`src/rtl/fetch_stage.sv`:
```
// Instruction-fetch stage: issues one I-cache request per PC, loads the IF/ID
// register, holds one response while decode stalls, and discards responses
// made stale by a redirect.
module fetch_stage #(
    parameter logic [31:0] RESET_PC  = 32'h0000_1000,
    parameter logic [31:0] NOP_INSTR = 32'h0000_0000
) (
    input  logic        clk,
    input  logic        reset_n,
    input  logic [31:0] pc_in,
    output logic        pc_write,
    input  logic        flush,
    output logic        icache_req,
    output logic [31:0] icache_addr,
    input  logic        icache_ready,
    input  logic        icache_valid,
    input  logic [31:0] icache_data,
    input  logic        icache_exc,
    input  logic        stall_id,
    output logic        ifid_valid,
    output logic [31:0] ifid_pc,
    output logic [31:0] ifid_instr,
    output logic        ifid_exc
);

    typedef enum logic [1:0] {StReq, StWait, StHold, StDrop} state_e;

    state_e      state_q, state_d;
    logic [31:0] fetch_pc_q, fetch_pc_d;
    logic [31:0] hold_pc_q, hold_pc_d;
    logic [31:0] hold_instr_q, hold_instr_d;
    logic        hold_exc_q, hold_exc_d;
    logic        ifid_valid_q, ifid_valid_d;
    logic [31:0] ifid_pc_q, ifid_pc_d;
    logic [31:0] ifid_instr_q, ifid_instr_d;
    logic        ifid_exc_q, ifid_exc_d;

    logic        accept;
    logic [31:0] resp_instr;

    assign icache_addr = pc_in;
    assign accept      = !ifid_valid_q || !stall_id;
    // Faulted fetches deliver a NOP so decode never sees garbage bits.
    assign resp_instr  = icache_exc ? NOP_INSTR : icache_data;

    // Next-state, IF/ID load and PC-advance decisions.
    always_comb begin
        state_d      = state_q;
        fetch_pc_d   = fetch_pc_q;
        hold_pc_d    = hold_pc_q;
        hold_instr_d = hold_instr_q;
        hold_exc_d   = hold_exc_q;
        ifid_valid_d = ifid_valid_q;
        ifid_pc_d    = ifid_pc_q;
        ifid_instr_d = ifid_instr_q;
        ifid_exc_d   = ifid_exc_q;
        pc_write     = 1'b0;
        icache_req   = 1'b0;

        // Decode consumed the entry, or a redirect kills it.
        if (ifid_valid_q && !stall_id) ifid_valid_d = 1'b0;
        if (flush) ifid_valid_d = 1'b0;

        unique case (state_q)
            StReq: begin
                icache_req = !flush;
                if (flush) begin
                    pc_write = 1'b1;
                end else if (icache_ready) begin
                    fetch_pc_d = pc_in;
                    state_d    = StWait;
                end
            end
            StWait: begin
                if (flush) begin
                    pc_write = 1'b1;
                    // A same-cycle response is already gone; nothing left to drop.
                    state_d  = icache_valid ? StReq : StDrop;
                end else if (icache_valid) begin
                    if (accept) begin
                        ifid_valid_d = 1'b1;
                        ifid_pc_d    = fetch_pc_q;
                        ifid_instr_d = resp_instr;
                        ifid_exc_d   = icache_exc;
                        pc_write     = 1'b1;
                        state_d      = StReq;
                    end else begin
                        hold_pc_d    = fetch_pc_q;
                        hold_instr_d = resp_instr;
                        hold_exc_d   = icache_exc;
                        state_d      = StHold;
                    end
                end
            end
            StHold: begin
                if (flush) begin
                    pc_write = 1'b1;
                    state_d  = StReq;
                end else if (accept) begin
                    ifid_valid_d = 1'b1;
                    ifid_pc_d    = hold_pc_q;
                    ifid_instr_d = hold_instr_q;
                    ifid_exc_d   = hold_exc_q;
                    pc_write     = 1'b1;
                    state_d      = StReq;
                end
            end
            StDrop: begin
                // The PC was already redirected, so the discard does not advance it.
                if (flush) pc_write = 1'b1;
                if (icache_valid) state_d = StReq;
            end
            default: state_d = StReq;
        endcase

        if (!reset_n) begin
            icache_req = 1'b0;
            pc_write   = 1'b0;
        end
    end

    // All stage state, cleared asynchronously together with the I-cache.
    always_ff @(posedge clk or negedge reset_n) begin
        if (!reset_n) begin
            state_q      <= StReq;
            fetch_pc_q   <= RESET_PC;
            hold_pc_q    <= RESET_PC;
            hold_instr_q <= NOP_INSTR;
            hold_exc_q   <= 1'b0;
            ifid_valid_q <= 1'b0;
            ifid_pc_q    <= RESET_PC;
            ifid_instr_q <= NOP_INSTR;
            ifid_exc_q   <= 1'b0;
        end else begin
            state_q      <= state_d;
            fetch_pc_q   <= fetch_pc_d;
            hold_pc_q    <= hold_pc_d;
            hold_instr_q <= hold_instr_d;
            hold_exc_q   <= hold_exc_d;
            ifid_valid_q <= ifid_valid_d;
            ifid_pc_q    <= ifid_pc_d;
            ifid_instr_q <= ifid_instr_d;
            ifid_exc_q   <= ifid_exc_d;
        end
    end

    assign ifid_valid = ifid_valid_q;
    assign ifid_pc    = ifid_pc_q;
    assign ifid_instr = ifid_instr_q;
    assign ifid_exc   = ifid_exc_q;

endmodule

```
`config.mk`:
```
export PLATFORM = sky130hd
export DESIGN_NAME = fetch_stage
export DESIGN_NICKNAME = d
export VERILOG_FILES = /design/src/rtl/fetch_stage.sv
export SDC_FILE = /design/constraint.sdc
export NUM_CORES = 1
export LEC_CHECK = 0
export ABC_AREA = 1
export CAP_MARGIN = 40
export CORE_ASPECT_RATIO = 1.25
export CORE_MARGIN = 10
export CORE_UTILIZATION = 52
export DETAILED_ROUTE_END_ITERATION = 6
export GPL_TIMING_DRIVEN = 0
export PLACE_DENSITY = 0.81
export SYNTH_ARGS = -nofsm -noshare
export SYNTH_HDL_FRONTEND = slang
export SYNTH_SLANG_ARGS = --single-unit
```
`constraint.sdc`:
```
create_clock -name clk -period 2.25 [get_ports clk]
set_clock_uncertainty 0.15 [all_clocks]
set_input_delay 0.3375 -clock clk [delete_from_list [all_inputs] [get_ports clk]]
set_output_delay 0.3375 -clock clk [all_outputs]
set_load 0.005 [all_outputs]
```
==> results.toml <==
[run_status]
outcome = "finished with violations"
violations = "hold timing"

[pwr]
power_density_mw_per_mm2 = 1250
worst_ir_drop_vdd_uv = 841
total_leakage_power_uw = 0.00520

[drt]
route.final.wire_length_um = 20200
drt_iter0_markers = 437
post_drt_wl_per_cell_um = 14.8
final_antenna_net_count = 0
drtPass1Iterations = 5
via_count = 6574
detail_route.drc_violations = 0
vias_per_cell = 4.82

[sta]
min_period_ps = 2120
hold_violations = 76
rsz_0062_raised_after_global_routing = "no"
timing.final.crit_share = 0.942
fmaxAchievable_mhz = 472
finalSetupViolCount = 0
worst_slew_pin_slew_ps = 511
worst_slew_margin_relative_to_its_limit = 0.659
slew_violations = 0
fin_hold_ws_ps = -356
timing.final.ws_setup_ps = 132

[logic_synthesis]
syn_area_mm2 = 0.00815
synth-seq-area-share = 0.507
synth_area_per_cell_um2 = 8.60
synth_fp_nets = 1023
synth_cells = 948
ys_types = 25
ys_seq_elements = 165
yosys_warnings = 0

[final_layout]
drive_gt1_frac = 0.217
final_design_area_excluding_fillers_mm2 = 0.0108
area_delta_synth_final_pct = 33.1
layout.nets = 1212

[critical_path]
cp.buffers_inverters = 3
crit_cells = 7
timing.reg2reg.worst_path_depth = 7
startpoint_type = "flop"
critical_path.endpoint_type = "output pin"
cpPeakStageDelay_ps = 410
worst_ep_required_time_ps = 1760
worst-path-max-fanout = 21
timing.setup.critical_path_class = "flop to output pin"
critical_path.cell_chain = "inv_2, ha_4, inv_6, nand2_1, a21oi_1, nor3_1, buf_2"
cpMaxStageDelayCell = "sky130_fd_sc_hd__dfrtp_1"
critPathArrivalTime_ps = 1630
critical_path.top_delay_family = "flip-flops"

[die]
die_x_um = 132
initial_utilization = 0.526
core-area_mm2 = 0.0155
die_area_mm2 = 0.0211
chipHeight_um = 160
top_level_ports = 171
fp-row-count = 51

[placed_design]
dpl-instance-area_mm2 = 0.0101
place.gp.congestion = 0.808
port-buffer-count = 168
dpl_worst_slack_ps = -437
hpwl_um = 14500

[global_route]
grt_util_all_layers = 0.196
first_global_vias = 6926
grt_start_max_net_pins = 77
globalRouteOverflowTotal = 0
grt_antenna_before_repair = 2
global_route_wire_length_before_repair_um = 34400

[cts]
clk-insertion-delay-late_ps = 430
clk_pin_slew_ps = 70
cts_inserted_buffers = 17
tritoncts_num_sinks = 165
htreeDepth = 4
ctsRootBufferMaster = "sky130_fd_sc_hd__clkbuf_16"
cts.path.max_buffers = 2
tritoncts = "built"

[worst_hold_path]
worstHoldPathType = "input port to async pin"

[run]
drv_cap = 0
cell usage after synthesis (all sizes together):
| cell type | instances | share of area |
|---|---|---|
| o21ai | 195 | 0.15 |
| dfrtp | 162 | 0.50 |
| nand3 | 8 | 0.0055 |
| ha | 4 | 0.0061 |
| o31ai | 1 | 0.00092 |
| clkbuf | 15 | 0.0069 |
| dfstp | 3 | 0.0097 |
| nand2 | 213 | 0.12 |
| nor3 | 2 | 0.0026 |
| a21oi | 34 | 0.021 |
| inv | 170 | 0.078 |
| nor2 | 72 | 0.034 |
| buf | 69 | 0.069 |
routing by layer:
metal,part of all wire,track usage,vias up
met2,0.49,0.322,172
met1,0.42,0.234,3128
met5,0,0,-
li1,-,-,3248
met3,0.076,0.0669,26
met4,0.018,0.0694,0
area by class of cell:
class | count | area, um^2
Buffer | 82 | 608
Fill cell | 1268 | 4660
Sequential cell | 165 | 4130
Tap cell | 212 | 265
Timing Repair Buffer | 172 | 1760
Clock buffer | 19 | 453
Clock inverter | 13 | 204
Multi-Input combinational cell | 529 | 2770
Antenna cell | 2 | 5.00
Inverter | 170 | 643
worst paths after layout:
check	startpoint	endpoint	slack, ps
worst max register to register	state_q[1]	ifid_pc[13]	250
worst min-delay path	reset_n	ifid_instr[18]	-360
max in group asynchronous	reset_n	ifid_pc[4]	1570
worst min register to register	ifid_pc[12]	ifid_pc[12]	330
worst max-delay path	state_q[0]	pc_write	130
min in group clk	flush	ifid_valid	60
metrics by stage:
step,hold WS (ps),std cells,utilization,total power [uW],TNS (ps)
6_report,-356,1364,0.700,13500,0
5_1_grt,-329,1363,0.699,14500,0
4_1_cts,-336,1360,0.698,13600,0
3_5_place_dp,181,1329,0.653,10400,-787
3_3_place_gp,316,1328,0.651,10200,-1007630
2_1_floorplan,-108,948,-,8140,0
cells in the final DEF (no fill, tap or decap), types with 2 or more instances in the layout:
cell type / n
sky130_fd_sc_hd__clkbuf_16: 17
sky130_fd_sc_hd__inv_1: 166
sky130_fd_sc_hd__nand2_2: 67
sky130_fd_sc_hd__nor2_1: 70
sky130_fd_sc_hd__clkbuf_8: 2
sky130_fd_sc_hd__nand2_1: 146
sky130_fd_sc_hd__a21oi_1: 34
sky130_fd_sc_hd__buf_2: 24
sky130_fd_sc_hd__buf_12: 8
sky130_fd_sc_hd__clkbuf_1: 15
sky130_fd_sc_hd__o21ai_2: 65
sky130_fd_sc_hd__clkinv_2: 4
sky130_fd_sc_hd__o21ai_0: 109
sky130_fd_sc_hd__bufinv_16: 5
sky130_fd_sc_hd__dfrtp_1: 161
sky130_fd_sc_hd__clkdlybuf4s50_1: 165
sky130_fd_sc_hd__nand3_1: 7
sky130_fd_sc_hd__diode_2: 2
sky130_fd_sc_hd__dfstp_2: 3
sky130_fd_sc_hd__ha_1: 3
sky130_fd_sc_hd__clkinv_4: 3
sky130_fd_sc_hd__o21ai_1: 21
sky130_fd_sc_hd__inv_2: 3
sky130_fd_sc_hd__buf_6: 3
sky130_fd_sc_hd__buf_4: 35
power breakdown:
part	internal (uW)	leakage, uW	switching (uW)
Clock	2030	0.000323	1200
Combinational	2590	0.00293	2880
Sequential	4280	0.00194	550
Total	8900	0.00520	4640
cells by family after synthesis:
logic type               Yosys count  synth area share
adder cells (fa/ha/maj)            4           0.00614
flip-flops                       165             0.507
buffers and inverters            254             0.154
AND/OR/NAND/NOR                  295             0.161
AO/OA/AOI/OAI                    230             0.171
flip-flops by register name, indices dropped and copies added, names as in the netlist:
register      flops
hold_exc_q        1
hold_pc_q        32
ifid_valid        1
ifid_exc          1
state_q           2
hold_instr_q     32
fetch_pc_q       32
ifid_instr       32
ifid_pc          32
worst register-to-register path, delay by kind of cell, from the launching register on:
family / cells / cell delay, ps
fa+ha+maj: 1 / 310
buf+inv: 3 / 560
simple gates: 2 / 360
compound gates: 1 / 70
flops: 1 / 440
timing repair:
action,4_1_cts,5_1_grt
setup buffers,0,2
resized for setup,12,1
hold endpoints to repair,74,74
pin swaps,0,0
cloned,1,0
endpoints found under the setup margin,2,1
Note: power is estimated with default switching activity, not from simulation.
